===== src/rtl/board_io_pkg.sv =====
// Shared constants and the colour-expansion helper for the board I/O bridge.
package board_io_pkg;

  // Colour expansion modes.
  localparam int EXPAND_REPLICATE = 0;
  localparam int EXPAND_STEP      = 1;

  // Widest colour channel the helper handles, and the index width for it.
  localparam int MAX_BPC = 16;
  localparam int IDX_W   = 4;

  // Expand an in_bpc-bit colour value (right-aligned in v) to out_bpc bits.
  // The result is right-aligned; callers size-cast it to their DAC width.
  function automatic logic [MAX_BPC-1:0] expand_chan(
    input logic [MAX_BPC-1:0] v,
    input int                 in_bpc,
    input int                 out_bpc,
    input int                 mode
  );
    logic [MAX_BPC-1:0] in_mask;
    logic [MAX_BPC-1:0] out_mask;
    logic [MAX_BPC-1:0] v_m;
    logic [MAX_BPC-1:0] rep;
    logic [MAX_BPC-1:0] res;
    logic [IDX_W-1:0]   dst_idx;
    logic [IDX_W-1:0]   src_idx;
    in_mask  = {MAX_BPC{1'b1}} >> (MAX_BPC - in_bpc);
    out_mask = {MAX_BPC{1'b1}} >> (MAX_BPC - out_bpc);
    v_m      = v & in_mask;
    rep      = {MAX_BPC{1'b0}};
    // Replication: output bit counted from the MSB takes input bit
    // (position mod in_bpc) counted from the MSB.
    for (int j = 0; j < MAX_BPC; j++) begin
      dst_idx = IDX_W'(j);
      if (j < out_bpc) begin
        src_idx      = IDX_W'(in_bpc - 1 - ((out_bpc - 1 - j) % in_bpc));
        rep[dst_idx] = v_m[src_idx];
      end else begin
        src_idx      = {IDX_W{1'b0}};
        rep[dst_idx] = 1'b0;
      end
    end
    if (mode == EXPAND_STEP) begin
      // Full-scale input must reach full-scale output, otherwise plain shift.
      if (v_m == in_mask) begin
        res = out_mask;
      end else begin
        res = v_m << (out_bpc - in_bpc);
      end
    end else begin
      res = rep;
    end
    return res;
  endfunction

endpackage


===== src/rtl/board_io_bridge_btn_debounce.sv =====
// One push-button: 2-flop synchroniser, stability counter, debounced level
// and a registered one-cycle pulse on each qualified press.
module btn_debounce #(
  parameter int DEBOUNCE_CYCLES = 250000
) (
  input  logic clk,
  input  logic rst_n,
  input  logic btn_raw,
  output logic btn_level,
  output logic btn_press
);

  localparam int CNT_W = (DEBOUNCE_CYCLES > 1) ? $clog2(DEBOUNCE_CYCLES) : 1;
  localparam logic [CNT_W-1:0] CNT_LAST = CNT_W'(DEBOUNCE_CYCLES - 1);

  logic             sync1_q, sync1_d;
  logic             sync2_q, sync2_d;
  logic [CNT_W-1:0] cnt_q, cnt_d;
  logic             level_q, level_d;
  logic             level_dly_q, level_dly_d;
  logic             press_q, press_d;

  // Next-state: synchronise, count stable cycles, qualify level, detect rise.
  always_comb begin
    sync1_d     = btn_raw;
    sync2_d     = sync1_q;
    level_dly_d = level_q;
    // Pulse is one cycle after level rose: current level high, previous low.
    press_d     = level_q & ~level_dly_q;
    if (sync2_q == level_q) begin
      cnt_d   = {CNT_W{1'b0}};
      level_d = level_q;
    end else if (cnt_q == CNT_LAST) begin
      cnt_d   = {CNT_W{1'b0}};
      level_d = sync2_q;
    end else begin
      cnt_d   = cnt_q + {{(CNT_W-1){1'b0}}, 1'b1};
      level_d = level_q;
    end
  end

  // State registers with synchronous active-low reset.
  always_ff @(posedge clk) begin
    if (!rst_n) begin
      sync1_q     <= 1'b0;
      sync2_q     <= 1'b0;
      cnt_q       <= {CNT_W{1'b0}};
      level_q     <= 1'b0;
      level_dly_q <= 1'b0;
      press_q     <= 1'b0;
    end else begin
      sync1_q     <= sync1_d;
      sync2_q     <= sync2_d;
      cnt_q       <= cnt_d;
      level_q     <= level_d;
      level_dly_q <= level_dly_d;
      press_q     <= press_d;
    end
  end

  assign btn_level = level_q;
  assign btn_press = press_q;

endmodule


===== src/rtl/board_io_bridge.sv =====
// Board-side bridge: debounced buttons in, registered and DAC-expanded VGA out.
module board_io_bridge
  import board_io_pkg::*;
#(
  parameter int N_BTN           = 4,
  parameter int DEBOUNCE_CYCLES = 250000,
  parameter int IN_BPC          = 2,
  parameter int OUT_BPC         = 4,
  parameter int EXPAND_MODE     = 1,
  parameter int SYNC_INV        = 0
) (
  input  logic               clk,
  input  logic               rst_n,
  input  logic [N_BTN-1:0]   btn_raw,
  output logic [N_BTN-1:0]   btn_level,
  output logic [N_BTN-1:0]   btn_press,
  input  logic [IN_BPC-1:0]  pix_r,
  input  logic [IN_BPC-1:0]  pix_g,
  input  logic [IN_BPC-1:0]  pix_b,
  input  logic               pix_hs,
  input  logic               pix_vs,
  output logic [OUT_BPC-1:0] vga_r,
  output logic [OUT_BPC-1:0] vga_g,
  output logic [OUT_BPC-1:0] vga_b,
  output logic               vga_hs,
  output logic               vga_vs
);

  localparam logic SYNC_FLIP = (SYNC_INV != 0);

  // Each button has its own independent synchroniser and counter.
  for (genvar i = 0; i < N_BTN; i++) begin : g_btn
    btn_debounce #(
      .DEBOUNCE_CYCLES(DEBOUNCE_CYCLES)
    ) u_btn (
      .clk      (clk),
      .rst_n    (rst_n),
      .btn_raw  (btn_raw[i]),
      .btn_level(btn_level[i]),
      .btn_press(btn_press[i])
    );
  end

  logic [OUT_BPC-1:0] vga_r_q, vga_r_d;
  logic [OUT_BPC-1:0] vga_g_q, vga_g_d;
  logic [OUT_BPC-1:0] vga_b_q, vga_b_d;
  logic               vga_hs_q, vga_hs_d;
  logic               vga_vs_q, vga_vs_d;

  // Expand colour and apply sync polarity ahead of the single output stage.
  always_comb begin
    vga_r_d  = OUT_BPC'(expand_chan(MAX_BPC'(pix_r), IN_BPC, OUT_BPC, EXPAND_MODE));
    vga_g_d  = OUT_BPC'(expand_chan(MAX_BPC'(pix_g), IN_BPC, OUT_BPC, EXPAND_MODE));
    vga_b_d  = OUT_BPC'(expand_chan(MAX_BPC'(pix_b), IN_BPC, OUT_BPC, EXPAND_MODE));
    vga_hs_d = pix_hs ^ SYNC_FLIP;
    vga_vs_d = pix_vs ^ SYNC_FLIP;
  end

  // Colour and sync share one register stage so they stay aligned.
  always_ff @(posedge clk) begin
    if (!rst_n) begin
      vga_r_q  <= {OUT_BPC{1'b0}};
      vga_g_q  <= {OUT_BPC{1'b0}};
      vga_b_q  <= {OUT_BPC{1'b0}};
      vga_hs_q <= 1'b0;
      vga_vs_q <= 1'b0;
    end else begin
      vga_r_q  <= vga_r_d;
      vga_g_q  <= vga_g_d;
      vga_b_q  <= vga_b_d;
      vga_hs_q <= vga_hs_d;
      vga_vs_q <= vga_vs_d;
    end
  end

  assign vga_r  = vga_r_q;
  assign vga_g  = vga_g_q;
  assign vga_b  = vga_b_q;
  assign vga_hs = vga_hs_q;
  assign vga_vs = vga_vs_q;

endmodule


===== config.mk =====
export PLATFORM = sky130hd
export DESIGN_NAME = board_io_bridge
export DESIGN_NICKNAME = d
export VERILOG_FILES = /design/src/rtl/board_io_pkg.sv /design/src/rtl/board_io_bridge_btn_debounce.sv /design/src/rtl/board_io_bridge.sv
export SDC_FILE = /design/constraint.sdc
export NUM_CORES = 1
export LEC_CHECK = 0
export BUFFER_PORTS_ARGS = -buffer_cell sky130_fd_sc_hd__buf_4
export CAP_MARGIN = 15
export CORE_ASPECT_RATIO = 0.5
export CORE_MARGIN = 2
export CORE_UTILIZATION = 54
export DETAILED_ROUTE_END_ITERATION = 6
export PLACE_DENSITY = 0.73
export SLEW_MARGIN = 0
export SYNTH_ARGS = -nofsm -noshare
export SYNTH_HDL_FRONTEND = slang
export SYNTH_SLANG_ARGS = --single-unit
export TNS_END_PERCENT = 100

===== constraint.sdc =====
create_clock -name clk -period 2.2 [get_ports clk]
set_input_delay 0.33 -clock clk [delete_from_list [all_inputs] [get_ports clk]]
set_output_delay 0.33 -clock clk [all_outputs]
set_load 0.01 [all_outputs]

Yosys cells after proc, flatten, opt, wreduce, memory -nomap -nowiden
Index checks and enable logic that the tools add are counted.
W data, S select, Z words.
{"block": "classes", "n_eq_ne": 11, "bitwise_logic": 13, "n_mux": 3, "n_reduce_logical": 8, "addsub": 4}
{"op": "$add A18 B1 Y18 const B", "count": 4}
{"op": "$eq A18 B18 Y1 const B", "count": 4}
{"op": "$mux W4", "count": 3}
{"op": "$reduce_or A3 Y1", "count": 4}
{"op": "$not A1 Y1", "count": 9}
{"op": "$reduce_and A2 Y1", "count": 4}
{"op": "$eq A2 B2 Y1 const B", "count": 3}
{"op": "$and A1 B1 Y1", "count": 4}
{"op": "$eq A1 B1 Y1", "count": 4}
{"block": "totals", "ff_bits": 106, "in_bits": 14, "elab_cells": 68}

Depth between registers and ports, before layout
Gate-level depths: netlist (run 1).
{"block": "depth", "word_depth": 3, "ltp_mapped": 6, "depth_no_buf": 5}

Modules after synthesis
A second synthesis (run 1) with hierarchy kept.
{"block": "hier_totals", "hier_cells": 450, "hier_area_um2": 4275.4}
{"module": "btn_debounce", "area_per_inst_um2": 987.2, "n_inst": 4, "seq_area_each_um2": 460.4, "cells_each": 106}
{"module": "board_io_bridge", "area_per_inst_um2": 326.6, "n_inst": 1, "seq_area_each_um2": 220.2, "cells_each": 26}

Worst setup path after synthesis (run 1)
OpenSTA, ideal clock, no wires.
{"block": "synth_path", "kind": "reg2reg", "start": "reg g_btn[1].u_btn.cnt_q[8]", "end": "reg g_btn[1].u_btn.cnt_q[13]", "t_arrival_ns": 1.741, "path_buffers": 1, "slack_ns": 0.344, "stages_incl_launch_ff": 6, "setup_ns": 0.115, "synth_period_minus_slack_ns": 1.856, "path_cell_list": "dfxtp_1 or4_1 or4_4 o21ai_4 buf_6 nor2_1"}
{"block": "synth_between", "elab_chain_cells": 2}
{"item": "start, declared", "line_no": "board_io_bridge_btn_debounce.sv:18", "source": "logic [CNT_W-1:0] cnt_q, cnt_d;"}
{"item": "start signal, assigned", "line_no": "board_io_bridge_btn_debounce.sv:47", "source": "cnt_q <= {CNT_W{1'b0}};"}
{"item": "start signal, assigned", "line_no": "board_io_bridge_btn_debounce.sv:54", "source": "cnt_q <= cnt_d;"}
{"item": "parallel branches: the longest is 2 deep, another holds $add A18 B1 Y18"}
Several ways; the timed one is not identified.
A chain may end at the register's enable or synchronous reset.

Worst setup path in the final report (run 1)
{"block": "layout_path", "start": "reg g_btn[1].u_btn.cnt_q[8]", "end": "reg g_btn[1].u_btn.cnt_q[11]"}
Same word-level chain as after synthesis.

==> run_results.csv, run 1 <==
group,metric,value,unit
worst_hold_path,timing.hold.worst.class,"in -> reg",
grt,grt_antenna_before_repair,0,
die,dieArea,8494,um^2
route,detail_route.drc_violations,0,
yosys,synth_fp_nets,477,
clock_network,number_of_buffers_created_by_cts,9,
worst_setup_path,critical_path_required,2.41,ns
die,die_width,128.4,um
worst_setup_path,timing.reg2reg.setup_slack,0.20,ns
yosys,post_synth_instance_area,4175,um^2
grt,grt_most_used_layer,"met2",
grt,grt_pass1_vias,2792,
timing,max_freq,499.0,MHz
clock_network,path_clk_slew,0.08,ns
grt,grt.met3_usage,0.04854,
timing,maxSlewHeadroom,0.6093,
final_layout,synthToLayoutAreaGrowth,15.25,%
route,num_vias,3028,
power,p_per_area,725.4,nW/um^2
final_layout,n_antenna_cell,0,
worst_setup_path,regToRegEndpoint,"g_btn[1].u_btn.cnt_q[11]",
grt,track_usage,0.1885,
route,wl_per_cell,12.04,um
grt,use_met2,0.3098,
timing,grt_setup_unrepaired,"no",
timing,max_transition_viols_final,0,
placed_design,place.port_buffers,35,
worst_setup_path,cp-endpoint,"g_btn[1].u_btn.cnt_q[11]",
yosys,ys_types,33,
timing,tightest_slew,0.5806,ns
flow_run,max_cap_violations,0,
clock_network,clk_root_buffer_cell,"sky130_fd_sc_hd__clkbuf_16",
worst_setup_path,worst_setup_path_start_kind,"flop",
route,detail-route-antenna-nets,0,
run_status,outcome,"complete, no violations",
grt,grtUsageMet1,0.2405,
timing,finalSetupTns,0,ns
die,number_of_primary_i_o_pins,36,
worst_setup_path,criticalPathCategory,"reg -> reg",
route,drt-initial-drc-count,234,
final_layout,post_layout_nonfiller_instances,599,
clock_network,numClockSinks,103,
placed_design,routabilityCongestion,0.8344,
clock_network,tritoncts,"yes",
worst_setup_path,crit-reg2reg-launch,"g_btn[1].u_btn.cnt_q[8]",
clock_network,ctsLongestPathBuffers,2,
yosys,synthFlopType,"sky130_fd_sc_hd__dfxtp_1",
placed_design,dp.cells,583,
route,drt_first_pass_iters,4,
die,core-area,7405,um^2
final_layout,drive_above_1_share,0.1392,
yosys,synth_area_leader_cell,"sky130_fd_sc_hd__dfxtp_1",
clock_network,cts-htree-levels,3,
yosys,post_synth_main_area_contributors,"sky130_fd_sc_hd__dfxtp_1 49%, sky130_fd_sc_hd__xnor2_1 10%, sky130_fd_sc_hd__nor2_1 7.8%",
yosys,async_flop_share,0,
grt,globalRoute.totalOverflow,0,
clock_network,worst_skew_pair.late_latency,0.34,ns
placed_design,dpl.hpwl,5042,um
grt,largest_net_degree_at_the_start_of_global_routing,33,
worst_setup_path,cp_max_fo,17,
route,vias_per_cell,5.055,
yosys,synthesis.instances,459,
clock_network,cts_resized,0,
yosys,yosys.area.top_type_share,0.4939,
timing,post-route-period-util,0.9109,
timing,finalWorstPathRequiredPeriod,2.004,ns
clock_network,cts_setup_buffers,0,
power,irDropWorstVdd,0.5655,mV
timing,finalClockSkew,0.009202,ns
worst_setup_path,crit_path_start,"g_btn[1].u_btn.cnt_q[8]",
die,num_rows,22,
timing,final_setup_violations,0,
power,power_leakage,1.623,nW
worst_setup_path,critical_path.endpoint_type,"flop",
final_layout,num-nets-final,516,
route,detail_route.wirelength,7213,um
die,starting_utilization_of_the_core_area,0.5639,
yosys,postSynthRegisterBits,103,
yosys,ys_warn_count,0,
worst_setup_path,worstPathArrival,2.22,ns
die,die_height,66.18,um
worst_setup_path,r2r_depth,4,
clock_network,cts_hold_buf,0,
timing,final_report_hold_violation_count,0,
final_layout,fill_cells,607,
yosys,post_synth_edffs,0,
grt,grt_first_pass_wirelength,12610,um
yosys,synth.yosys.seq_area_share,0.4939,
yosys,avgSynthCellArea,9.096,um^2
==> logic make-up after synthesis <==
kind of cell	synth area share
AOI/OAI and AO/OA	0.02997
DFF	0.4939
xor gates and xnor gates	0.1301
buffers and inverters	0.04555
and+or+nand+nor	0.2766
muxes	0.01199
adders and majority gates	0.01199
==> how the worst min path moves through the flow <==
stage | from | end | cells past startpoint
2_1_floorplan | g_btn[1].u_btn.level_dly_q | g_btn[1].u_btn.btn_press | 1
3_5_place_dp | g_btn[1].u_btn.level_dly_q | g_btn[1].u_btn.btn_press | 1
6_report | pix_b[1] | vga_b[3] | 2
3_3_place_gp | g_btn[1].u_btn.level_dly_q | g_btn[1].u_btn.btn_press | 1
5_1_grt | btn_raw[1] | g_btn[1].u_btn.sync1_q | 2
4_1_cts | pix_b[1] | vga_b[3] | 2
==> per-stage QoR <==
| step | power [mW] | util | hold slack, ns | setup WS (ns) | instance area (um^2) |
|---|---|---|---|---|---|
| floorplan | 1.973 | - | 0.3681 | 0.3441 | 4175 |
| global placement | 2.014 | 0.6112 | 0.3718 | 0.2271 | 4526 |
| detailed placement | 2.016 | 0.6112 | 0.3759 | 0.1805 | 4526 |
| CTS | 3.538 | 0.6499 | 0.1801 | 0.1709 | 4812 |
| global route | 3.621 | 0.6499 | 0.1800 | 0.09289 | 4812 |
| finish | 3.491 | 0.6499 | 0.1876 | 0.1961 | 4812 |
==> power by group <==
group	total [mW]	internal [mW]	switching, mW
registers	1.89	1.88	0.00750
clock network	1.52	0.792	0.728
logic	0.0815	0.0446	0.0370
total	3.49	2.72	0.773
==> per-layer routing <==
layer | share of wire | up-vias
li1 | - | 1622
met1 | 0.50 | 1381
met2 | 0.46 | 17
met3 | 0.021 | 8
met4 | 0.013 | 0
met5 | 0 | -
==> final cells by class <==
cell class / instances / area (um^2) / share of cell area
clock buffer: 9 / 225.2 / 0.04680
clock inverter: 7 / 61.31 / 0.01274
inverter: 18 / 67.56 / 0.01404
multi-input combinational: 319 / 1923 / 0.3996
sequential: 103 / 2062 / 0.4285
tap: 96 / 120.1 / 0.02496
timing repair buffer: 47 / 352.8 / 0.07332
==> worst max-delay path, cell delays in order, from the launching register on <==
cell                      delay (ns)
sky130_fd_sc_hd__dfxtp_1        0.36
sky130_fd_sc_hd__or4_1          0.50
sky130_fd_sc_hd__or4_4          0.53
sky130_fd_sc_hd__o21ai_4        0.38
sky130_fd_sc_hd__nor2_1         0.10
==> sequential cells by signal (all words and copies together) (netlist names), 4 cells and up <==
| name | count |
|---|---|
| g_btn.u_btn.cnt_q | 72 |
| g_btn.u_btn.btn_level | 4 |
| g_btn.u_btn.btn_press | 4 |
| g_btn.u_btn.level_dly_q | 4 |
| g_btn.u_btn.sync1_q | 4 |
| g_btn.u_btn.sync2_q | 4 |
==> cells in the final DEF, fill, tap and decap left out, types with 6 or more instances in the layout <==
| cell | count |
|---|---|
| sky130_fd_sc_hd__inv_1 | 18 |
| sky130_fd_sc_hd__clkbuf_16 | 9 |
| sky130_fd_sc_hd__nor2_1 | 87 |
| sky130_fd_sc_hd__nand4_1 | 16 |
| sky130_fd_sc_hd__xnor2_1 | 50 |
| sky130_fd_sc_hd__dfxtp_1 | 103 |
| sky130_fd_sc_hd__and2_1 | 20 |
| sky130_fd_sc_hd__nor3_1 | 12 |
| sky130_fd_sc_hd__nand3_1 | 26 |
| sky130_fd_sc_hd__nand2_1 | 26 |
| sky130_fd_sc_hd__xor2_1 | 12 |
| sky130_fd_sc_hd__nor4_1 | 23 |
| sky130_fd_sc_hd__a21oi_1 | 6 |
| sky130_fd_sc_hd__buf_4 | 47 |
==> cell usage after synthesis, types with 3 or more instances <==
library cell	number
sky130_fd_sc_hd__mux2i_1	5
sky130_fd_sc_hd__clkbuf_1	4
sky130_fd_sc_hd__and3_1	5
sky130_fd_sc_hd__ha_1	4
sky130_fd_sc_hd__dfxtp_1	103
sky130_fd_sc_hd__xnor2_1	50
sky130_fd_sc_hd__nor3_1	12
sky130_fd_sc_hd__or4_1	5
sky130_fd_sc_hd__a21oi_1	6
sky130_fd_sc_hd__xor2_1	12
sky130_fd_sc_hd__nand2_1	26
sky130_fd_sc_hd__inv_1	18
sky130_fd_sc_hd__nand4_1	16
sky130_fd_sc_hd__nor2_1	87
sky130_fd_sc_hd__nor4b_1	5
sky130_fd_sc_hd__and2_1	20
sky130_fd_sc_hd__nand3_1	26
sky130_fd_sc_hd__or3_1	3
sky130_fd_sc_hd__buf_4	11
sky130_fd_sc_hd__nor4_1	23
sky130_fd_sc_hd__o31ai_1	3
Note: power is estimated with default switching activity, not from simulation.
==> inputs of run 2 (changes only) <==
- SYNTH_HIERARCHICAL: default -> 1
==> run 2 against run 1 <==
  * Critical path type unchanged
  * Largest cell class unchanged
  * Critical endpoint is now g_btn[0].u_btn/cnt_q[11]
  * Setup slack better by 0.24 ns
  * Cell area is 3.6% higher
  * Power is 5.7% higher
  * Sequential power hardly changed
  * Via count is 4.4% higher
==> run_results.csv, run 2 <==
group,metric,value,unit
run_status,outcome,"complete, no violations",
power,clock_power_share,0.464,
yosys,synthesis.instances,450,
die,dieArea,8689,um^2
route,detail_route.drc_violations,0,
timing,max_transition_viols_final,0,
final_layout,max_flop_register,"g_btn.u_btn/cnt_q",
final_layout,layout_common_cells,"103 x sky130_fd_sc_hd__dfxtp_1, 80 x sky130_fd_sc_hd__nor2_1, 56 x sky130_fd_sc_hd__xnor2_1",
grt,grt_pass1_vias,2896,
die,number_of_primary_i_o_pins,36,
worst_hold_path,timing.hold.worst.class,"in -> reg",
grt,largest_net_degree_at_the_start_of_global_routing,32,
clock_network,cts_hold_buf,0,
yosys,synthAdderAreaFrac,0.01171,
power,total_power,3.692,mW
yosys,yosys.area.top_type_share,0.4823,
final_layout,n_antenna_cell,0,
route,detail-route-antenna-nets,0,
grt,track_usage,0.1884,
timing,post-route-period-util,0.8001,
die,core-area,7487,um^2
route,wl_per_cell,12.25,um
final_layout,final_common_cell,"sky130_fd_sc_hd__dfxtp_1",
yosys,post_synth_main_area_contributors,"sky130_fd_sc_hd__dfxtp_1 48%, sky130_fd_sc_hd__xnor2_1 11%, sky130_fd_sc_hd__nor2_1 7.0%",
yosys,async_flop_share,0,
die,num_rows,22,
clock_network,clk_root_buffer_cell,"sky130_fd_sc_hd__clkbuf_16",
final_layout,drive_above_1_share,0.1569,
yosys,synth_top_cells_by_count,"103 x sky130_fd_sc_hd__dfxtp_1, 80 x sky130_fd_sc_hd__nor2_1, 56 x sky130_fd_sc_hd__xnor2_1",
final_layout,synthToLayoutAreaGrowth,16.62,%
worst_setup_path,critical-path-slowest-cell,"sky130_fd_sc_hd__o31ai_4",
clock_network,worst_skew_pair.late_latency,0.34,ns
worst_setup_path,critPathBufInv,1,
yosys,avgSynthCellArea,9.501,um^2
clock_network,path_clk_slew,0.07,ns
placed_design,place.port_buffers,35,
worst_setup_path,critical_path.endpoint_type,"flop",
timing,max_freq,568.1,MHz
yosys,synth_area_leader_cell,"sky130_fd_sc_hd__dfxtp_1",
timing,finalClockSkew,0.005009,ns
timing,tightest_slew,0.3792,ns
clock_network,cts-htree-levels,3,
placed_design,routabilityCongestion,0.8157,
power,power_switching,728.7,uW
yosys,synth.area.mux_share,0.009365,
yosys,synth_top_family_by_area,"simple AND/OR/NAND/NOR gates",
yosys,postSynthRegisterBits,103,
worst_setup_path,worstPathArrival,1.99,ns
worst_setup_path,r2r_depth,5,
clock_network,cts_resized,0,
power,irDropWorstVdd,0.4681,mV
flow_run,max_cap_violations,0,
route,vias_per_cell,5.223,
die,starting_utilization_of_the_core_area,0.5710,
grt,grt_antenna_before_repair,0,
yosys,synth-simple-area-share,0.2979,
final_layout,fill_cells,629,
grt,globalRoute.totalOverflow,0,
yosys,ys_types,29,
die,die_width,129.8,um
placed_design,dp.cells,589,
power,power.internal,2.963,mW
timing,finalSetupTns,0,ns
yosys,synth_fp_nets,468,
yosys,most_frequent_cell_after_synthesis,"sky130_fd_sc_hd__dfxtp_1",
power,p_per_area,740.4,nW/um^2
timing,grt_setup_unrepaired,"no",
yosys,xor_xnor_portion_of_the_synthesized_cell_area,0.1311,
power,power_leakage,1.680,nW
clock_network,tritoncts,"yes",
yosys,compound_gate_fraction_of_synth_area,0.03161,
clock_network,ctsLongestPathBuffers,2,
die,die_height,66.92,um
timing,finalWorstPathRequiredPeriod,1.760,ns
route,num_vias,3160,
final_layout,largest_register_ffs,72,
grt,grt_first_pass_wirelength,12870,um
clock_network,number_of_buffers_created_by_cts,9,
worst_setup_path,critical_path.max_stage_delay,0.44,ns
power,seq_power_share,0.512,
power,swShare,0.1974,
worst_setup_path,critical_path_required,2.43,ns
route,drt_first_pass_iters,4,
route,drt-initial-drc-count,156,
yosys,synth.yosys.seq_area_share,0.4823,
worst_setup_path,timing.critical_path.depth,5,
worst_setup_path,timing.critical_path.max_delay_family,"simple AND/OR/NAND/NOR gates",
power,pwr-share-comb,0.023,
yosys,post_synth_edffs,0,
worst_setup_path,cp_max_fo,8,
worst_setup_path,worst_setup_path_start_kind,"flop",
final_layout,num-nets-final,510,
route,detail_route.wirelength,7411,um
yosys,post_synth_instance_area,4275,um^2
clock_network,numClockSinks,103,
worst_setup_path,critical_path.cell_chain,"nor4b_1 -> nand3_1 -> o31ai_4 -> buf_4 -> nor2_1",
yosys,synthFlopType,"sky130_fd_sc_hd__dfxtp_1",
yosys,ys_warn_count,6,
timing,maxSlewHeadroom,0.7436,
timing,timing.hold.ws,0.1910,ns
worst_setup_path,criticalPathCategory,"reg -> reg",
placed_design,dpl.hpwl,5177,um
clock_network,cts_setup_buffers,0,
timing,final_setup_violations,0,
final_layout,post_layout_nonfiller_instances,605,
timing,final_report_hold_violation_count,0,
worst_hold_path,worstHoldPathCells,2,
==> run 2: cell count changes after synthesis, moves of 6 or more <==
cell                      change
sky130_fd_sc_hd__nor3_1       +8
sky130_fd_sc_hd__nor2_1       -7
sky130_fd_sc_hd__nand2_1     -10
sky130_fd_sc_hd__xnor2_1      +6
==> run 2: path summary, 6_finish.rpt <==
path | from | to | slack (ns)
hold reg to reg | g_btn[3].u_btn/level_dly_q | g_btn[3].u_btn/btn_press | 0.38
setup reg to reg | g_btn[0].u_btn/cnt_q[10] | g_btn[0].u_btn/cnt_q[11] | 0.44
hold / removal | btn_raw[2] | g_btn[2].u_btn/sync1_q | 0.19
setup / recovery | g_btn[0].u_btn/cnt_q[10] | g_btn[0].u_btn/cnt_q[11] | 0.44
==> run 2: worst register-to-register path, cell delays in order, from the launching register on <==
cell	delay, ns
sky130_fd_sc_hd__dfxtp_1	0.36
sky130_fd_sc_hd__nor4b_1	0.38
sky130_fd_sc_hd__nand3_1	0.21
sky130_fd_sc_hd__o31ai_4	0.44
sky130_fd_sc_hd__buf_4	0.21
sky130_fd_sc_hd__nor2_1	0.05
==> run 2: power by group through the flow <==
stage               clock (mW)  sequential [mW]  combinational (mW)
finish                    1.71             1.89              0.0853
global route              1.84             1.89              0.0940
CTS                       1.76             1.89              0.0869
detailed placement           0             1.93              0.0864
global placement             0             1.93              0.0857
floorplan                    0             1.94              0.0359
==> run 2: per-layer routing <==
layer | vias to the layer above | share of wire | track usage
li1 | 1620 | - | -
met1 | 1462 | 0.49 | 0.2396
met2 | 69 | 0.44 | 0.2997
met3 | 9 | 0.055 | 0.06265
met4 | 0 | 0.011 | 0.06989
met5 | - | 0 | 0
==> run 2: final cells by class <==
class	count	area (um^2)	share of cell area
clock buffers	10	239.0	0.04793
clock inverters	6	92.59	0.01857
inverters	20	75.07	0.01506
multi-input cells	315	2059	0.4131
flip-flops and latches	103	2062	0.4136
well taps	108	135.1	0.02710
repair buffers	43	322.8	0.06474
==> run 2: stage by stage <==
| step | util | worst slack [ns] | area [um^2] |
|---|---|---|---|
| after floorplan | - | 0.6046 | 4275 |
| after global routing | 0.6659 | 0.3223 | 4986 |
| final | 0.6659 | 0.4397 | 4986 |
| after detailed placement | 0.6217 | 0.4836 | 4654 |
| after CTS | 0.6659 | 0.4574 | 4986 |
| after global placement | 0.6217 | 0.4764 | 4654 |
==> run 2: kinds of logic (layout without fill, tap and decap cells) <==
family | after synthesis | count (layout)
simple gates | 231 | 231
fa+ha+maj | 4 | 4
mux | 4 | 4
compound gates | 12 | 12
buf+inv | 32 | 79
flops | 103 | 103
xor+xnor | 64 | 64
